File: src/rtl/fp_normalize_round.sv
// Post-adder normalize/round stage of the floating-point add/sub datapath.
// Takes the raw extended mantissa sum (carry, hidden, fraction, G/R/S), the
// larger biased exponent and the result sign. It normalizes with one left
// shift per cycle, rounds to nearest-even and packs the IEEE 754 fields.
// Both sides use valid/ready handshakes, and only one operand is in flight.
module fp_normalize_round #(
    parameter int MANTISSA_WIDTH = 23,
    parameter int EXP_WIDTH      = 8
) (
    input  logic                        clk,
    input  logic                        rst_n,
    input  logic                        in_valid,
    output logic                        in_ready,
    input  logic [MANTISSA_WIDTH+4:0]   sum_mantissa,
    input  logic [EXP_WIDTH-1:0]        exp_in,
    input  logic                        sign_in,
    output logic                        out_valid,
    input  logic                        out_ready,
    output logic                        sign_out,
    output logic [EXP_WIDTH-1:0]        exp_out,
    output logic [MANTISSA_WIDTH-1:0]   frac_out,
    output logic                        overflow,
    output logic                        underflow,
    output logic                        inexact
);

    localparam int W  = MANTISSA_WIDTH + 5;   // working mantissa width
    localparam int CB = MANTISSA_WIDTH + 4;   // carry bit index
    localparam int HB = MANTISSA_WIDTH + 3;   // hidden bit index

    // The working exponent has one extra bit, so carry increments cannot wrap.
    localparam logic [EXP_WIDTH:0] EXP_ONE = {{EXP_WIDTH{1'b0}}, 1'b1};
    localparam logic [EXP_WIDTH:0] EXP_MAX = {1'b0, {EXP_WIDTH{1'b1}}};

    typedef enum logic [2:0] {
        IDLE,
        CHECK,
        NORM,
        ROUND,
        DONE
    } state_t;

    state_t                  state;
    logic [W-1:0]            mant;
    logic [EXP_WIDTH:0]      exp;
    logic                    sign;

    logic                    round_up;
    logic                    round_inexact;
    logic [MANTISSA_WIDTH+1:0] rounded_sig;   // {carry, hidden, fraction} after the increment
    logic [MANTISSA_WIDTH-1:0] round_frac;
    logic [EXP_WIDTH:0]      round_exp;
    logic                    round_ovf;

    // Round-to-nearest-even on the normalized mantissa, with carry-out renormalization.
    // NOTE: every output of this block gets a value on every path, so no latch is inferred.
    always_comb begin
        round_up      = mant[2] & (mant[3] | mant[1] | mant[0]);
        round_inexact = mant[2] | mant[1] | mant[0];
        rounded_sig   = {1'b0, mant[HB:3]} + {{(MANTISSA_WIDTH+1){1'b0}}, round_up};
        if (rounded_sig[MANTISSA_WIDTH+1]) begin
            round_frac = rounded_sig[MANTISSA_WIDTH:1];
            round_exp  = exp + EXP_ONE;
        end else begin
            round_frac = rounded_sig[MANTISSA_WIDTH-1:0];
            round_exp  = exp;
        end
        round_ovf = (round_exp >= EXP_MAX);
    end

    // Control FSM, datapath registers and registered handshake/result outputs.
    // NOTE: sequential state uses non-blocking assignments only, so every register samples pre-edge values.
    always_ff @(posedge clk) begin
        if (!rst_n) begin
            state     <= IDLE;
            in_ready  <= 1'b1;
            out_valid <= 1'b0;
            sign_out  <= 1'b0;
            exp_out   <= '0;
            frac_out  <= '0;
            overflow  <= 1'b0;
            underflow <= 1'b0;
            inexact   <= 1'b0;
            mant      <= '0;
            exp       <= '0;
            sign      <= 1'b0;
        end else begin
            case (state)
                IDLE: begin
                    if (in_valid && in_ready) begin
                        mant     <= sum_mantissa;
                        exp      <= {1'b0, exp_in};
                        sign     <= sign_in;
                        in_ready <= 1'b0;
                        state    <= CHECK;
                    end
                end

                CHECK: begin
                    if (mant == '0) begin
                        // An exact zero keeps the sign and raises no flags.
                        sign_out  <= sign;
                        exp_out   <= '0;
                        frac_out  <= '0;
                        overflow  <= 1'b0;
                        underflow <= 1'b0;
                        inexact   <= 1'b0;
                        out_valid <= 1'b1;
                        state     <= DONE;
                    end else if (mant[CB]) begin
                        // A carry out of the add is handled with one right shift. The bit
                        // shifted out (the old R) is folded into sticky.
                        mant  <= {1'b0, mant[CB:2], mant[1] | mant[0]};
                        exp   <= exp + EXP_ONE;
                        state <= ROUND;
                    end else if (mant[HB]) begin
                        state <= ROUND;
                    end else if (exp == '0) begin
                        sign_out  <= sign;
                        exp_out   <= '0;
                        frac_out  <= '0;
                        overflow  <= 1'b0;
                        underflow <= 1'b1;
                        inexact   <= 1'b0;
                        out_valid <= 1'b1;
                        state     <= DONE;
                    end else begin
                        state <= NORM;
                    end
                end

                NORM: begin
                    if (exp == EXP_ONE) begin
                        // The exponent cannot go lower, so the result is flushed to zero.
                        sign_out  <= sign;
                        exp_out   <= '0;
                        frac_out  <= '0;
                        overflow  <= 1'b0;
                        underflow <= 1'b1;
                        inexact   <= 1'b0;
                        out_valid <= 1'b1;
                        state     <= DONE;
                    end else begin
                        mant <= mant << 1;
                        exp  <= exp - EXP_ONE;
                        if (mant[HB-1]) begin
                            state <= ROUND;
                        end
                    end
                end

                ROUND: begin
                    sign_out  <= sign;
                    underflow <= 1'b0;
                    inexact   <= round_inexact;
                    out_valid <= 1'b1;
                    if (round_ovf) begin
                        exp_out  <= {EXP_WIDTH{1'b1}};
                        frac_out <= '0;
                        overflow <= 1'b1;
                    end else begin
                        exp_out  <= round_exp[EXP_WIDTH-1:0];
                        frac_out <= round_frac;
                        overflow <= 1'b0;
                    end
                    state <= DONE;
                end

                DONE: begin
                    // Hold the result until it is taken. A new operand is accepted from IDLE only.
                    if (out_ready) begin
                        out_valid <= 1'b0;
                        in_ready  <= 1'b1;
                        state     <= IDLE;
                    end
                end

                default: begin
                    state <= IDLE;
                end
            endcase
        end
    end

endmodule
File: config.mk
export PLATFORM = sky130hd
export DESIGN_NAME = fp_normalize_round
export DESIGN_NICKNAME = d
export VERILOG_FILES = /design/src/rtl/fp_normalize_round.sv
export SDC_FILE = /design/constraint.sdc
export NUM_CORES = 1
export LEC_CHECK = 0
export ABC_AREA = 1
export CAP_MARGIN = 20
export CORE_MARGIN = 5
export CORE_UTILIZATION = 50
export DETAILED_ROUTE_END_ITERATION = 7
export GPL_ROUTABILITY_DRIVEN = 0
export PLACE_DENSITY = 0.88
export RECOVER_POWER = 50
export SYNTH_ARGS = -nofsm -noshare
export SYNTH_HDL_FRONTEND = slang
export SYNTH_SLANG_ARGS = --single-unit
export TNS_END_PERCENT = 50
File: constraint.sdc
create_clock -name clk -period 2.2 [get_ports clk]
set_input_delay 0.22 -clock clk [delete_from_list [all_inputs] [get_ports clk]]
set_output_delay 0.22 -clock clk [all_outputs]
set_load 0.05 [all_outputs]
==> summary.md <==
| Metric | Value |
|---|---|
| Slowest stage delay, CP | `0.38 ns` |
| DRT iter0 DRCs | `between 900 and 1000` |
| Vias | `6242` |
| IO Count | `78` |
| Critical path type | `reg -> reg` |
| Tot GR Track Use | `24.7%` |
| Critical Path Start Type | `register` |
| Synth Cell Area | `5070 um^2` |
| Initial antenna violation count | `0` |
| RSZ-0062 raised after global routing | `true` |
| First-pass GRT wire length | `25700 um` |
| Min-delay src | `sign_in` |
| Most common flop cell mapped by yosys | `dfxtp_1` |
| Drt first pass iters | `8` |
| Vias in the first global route | `5271` |
| YS warnings | `0` |
| Status | `complete, but fails checks` |
| Setup TNS | `-1.45 ns` |
| Worst-path clk slew | `0.08 ns` |
| Die width | `111 um` |
| Residual DRC | `0` |
| Drt via density | `6.01` |
| Die Span Y | `111 um` |
| Post-DP HPWL | `11700 um` |
| PnR worst setup slack | `-0.142 ns` |
| Crit path top cell by count | `nand2_4` |
| Clk_lat worst skew | `approximately 0.37 ns` |
| Leakage power | `0.00257 uW` |
| Share of cells above drive strength 1 | `between 10% and 20%` |
| F_max | `0.427 GHz` |
| Post-Syn Nets | `852` |
| Skew final | `0.00955 ns` |
| Slowest cell on crit path | `dfxtp_4` |
| Final WL | `between 15000 and 20000 um` |
| Slew of the pin with the lowest slew margin | `0.526 ns` |
| WP buf/inv | `3` |
| Non-Filler Instances | `1039` |
| Syn avg cell area | `6.29 um^2` |
| Mapped Cells | `a little over 800` |
| Placed Instances | `1010` |
| TritonCTS clock tree | `done` |
| Sink Count | `78` |
| Synth cell types | `36` |
| Die ar. | `12300 um^2` |
| Clock Path Buffers | `2` |
| CP startpoint | `mant[2]` |
| Inserted Diodes | `0` |
| # H-tree levels | `3` |
| Slew margin rel. | `64.7%` |
| Critical path arrival | `2.63 ns` |
| Inserted Clock Buffers | `9` |
| Max cap viols | `0` |
| Fillers | `roughly 800` |
| Post-synth EDFFs | `0` |
| Post-synthesis to final-layout area growth | `32.7%` |
| Worst hold path class | `in -> reg` |
| Post-route ant nets | `0` |
| NumNets Final | `948` |
| CORE AREA | `approximately 9800 um^2` |
| FP Rows | `36` |
| Cts hold-fix bufs | `0` |
| CP delay by family, top | `simple AND/OR/NAND/NOR gates` |
| Critical path cell sequence | `nand2_4 > inv_4 > ha_4 > nand2_4 > nor2_4 > nand2_2 > nor2_4 > nand3_4 > buf_6 > nand2_4 > nand2_2 > nand2_2 > nor2_2 > nand2_4 > buf_12 > nand3_1 > a21oi_1` |
| CP Max Fanout | `8` |
| Ys async rst share | `0%` |
| I/O Buffers | `77` |
| Largest net degree at the start of global routing | `37` |
| GRT overflow | `0` |
| VDD IR max | `~820 uV` |
| Routed wire per std cell | `16.5 um` |
| Sequential-to-total area share from yosys stat | `30.8%` |
| Fin crit share | `106%` |
| CP Capture Type | `register` |
| CTS root buffer | `clkbuf_8` |
| Starting density of the core | `51.7%` |
| Final max-slew violation count | `0` |
| Final setup viols | `23` |
| Worst Path Required | `2.49 ns` |
| Worst r2r src | `mant[2]` |
| Violated checks | `setup timing` |
| Final Hold Fails | `0` |
| Register bit total from synthesis | `between 70 and 80` |
| Period minus WS final | `2.34 ns` |
| Power Density | `1190 nW/um^2` |
==> cell usage after synthesis, types with 2 or more instances <==
master | number | area, um^2
nor2_1 | 70 | 263
o31ai_1 | 3 | 22.5
clkinv_1 | 2 | 7.51
nand3b_1 | 3 | 22.5
nand3_2 | 8 | 80.1
buf_2 | 9 | 45.0
buf_4 | 3 | 22.5
o221ai_1 | 24 | 210
nand2_2 | 4 | 25.0
dfxtp_1 | 78 | 1560
o21ai_0 | 21 | 105
xor2_1 | 9 | 78.8
nor2_4 | 4 | 45.0
clkbuf_1 | 22 | 82.6
nor3_1 | 15 | 75.1
inv_2 | 9 | 33.8
nor2_2 | 6 | 37.5
nand4_1 | 15 | 93.8
buf_6 | 5 | 56.3
nand2_1 | 229 | 860
nand3_1 | 87 | 435
a21oi_1 | 93 | 465
o211ai_1 | 3 | 22.5
ha_1 | 5 | 62.6
inv_1 | 68 | 255
==> path summary, 6_finish.rpt <==
| path | cells past startpoint | endpoint | slack [ns] |
|---|---|---|---|
| setup reg to reg | 17 | frac_out[9] | -0.14 |
| hold reg to reg | 2 | sign_out | 0.46 |
| setup / recovery | 17 | frac_out[9] | -0.14 |
| hold / removal | 3 | sign | 0.44 |
==> flip-flops by register name, indices dropped and copies added (netlist names), 3 cells and up <==
register and flops:
mant 28, frac_out 23, exp_out 8, state 3, exp 9
==> through the flow <==
step	utilization, %	area, um^2	total power, uW	hold WS [ns]	worst slack [ns]
6_report	68.6	6730	8010	0.445	-0.142
3_5_place_dp	62.5	6140	6580	0.456	-0.00394
3_3_place_gp	62.5	6140	6490	0.447	0.0643
5_1_grt	68.6	6730	8540	0.488	-0.226
2_1_floorplan	-	5070	5220	0.343	0.114
4_1_cts	64.6	6350	7660	0.448	0.0156
==> kinds of logic (layout without fill, tap and decap cells) <==
kind of cell	Yosys count	after routing	synth area share [%]
flops	78	78	30.8
simple gates	444	445	38.9
fa+ha+maj	5	5	1.23
compound gates	151	151	17.4
buf+inv	118	217	9.91
xor+xnor	10	10	1.73
==> report_power, final <==
group	internal, uW	total [uW]	switching (uW)	leakage (uW)
logic	1600	4650	3050	0.00184
clock network	545	1080	536	0.0000952
registers	1790	2280	484	0.000637
total	3940	8010	4070	0.00257
==> cell type report <==
class	count	area, um^2	share of cell area [%]
clock inverter	4	47.5	0.706
clock buffer	11	141	2.10
timing repair buffer	123	1280	19.1
sequential	78	1570	23.3
multi-input combinational	611	3220	47.8
inverter	79	303	4.50
tap	133	166	2.47
==> metal layers <==
metal  vias up  GRT usage, %  wire length, um
li1       2881             -                -
met1      2841          35.1             7030
met2       460          37.5             7660
met3        60          5.08             1950
met4         0          7.80              527
met5         -             0                0
==> layout by cell type (no fill, tap or decap), types with 3 or more instances in the layout <==
cell,netlist,layout
nand2_4,1,5
nor3_1,15,15
nand3_4,1,4
ha_1,5,4
inv_2,9,8
a21oi_2,0,18
buf_4,3,31
clkdlybuf4s50_1,0,77
nor2_2,6,7
xor2_1,9,9
nand3b_1,3,3
clkbuf_16,0,3
nand2_2,4,6
nand3_2,8,14
o211ai_1,3,3
dfxtp_1,78,73
nand4_1,15,15
o221ai_1,24,24
nand2_1,229,223
nand3_1,87,79
nor2_1,70,67
o21ai_0,21,20
o31ai_1,3,3
dfxtp_2,0,4
a21oi_1,93,75
nor2_4,4,6
buf_12,0,8
inv_1,68,68
clkbuf_8,0,10
buf_6,5,4
==> worst register-to-register path, delay by kind of cell (launching register included) <==
kind	cells	cell delay (ns)
AND/OR/NAND/NOR	12	1.17
buffers and inverters	3	0.39
flip-flops	1	0.38
AO/OA/AOI/OAI	1	0.19
adder cells (fa/ha/maj)	1	0.14
==> what timing repair did <==
item | 4_1_cts | 5_1_grt
gates cloned | 0 | 4
buffers inserted | 1 | 9
resized for setup | 3 | 59
endpoints found under the setup margin | 25 | 65
pin swaps | 1 | 16
Power figures use the tool's default switching activity.
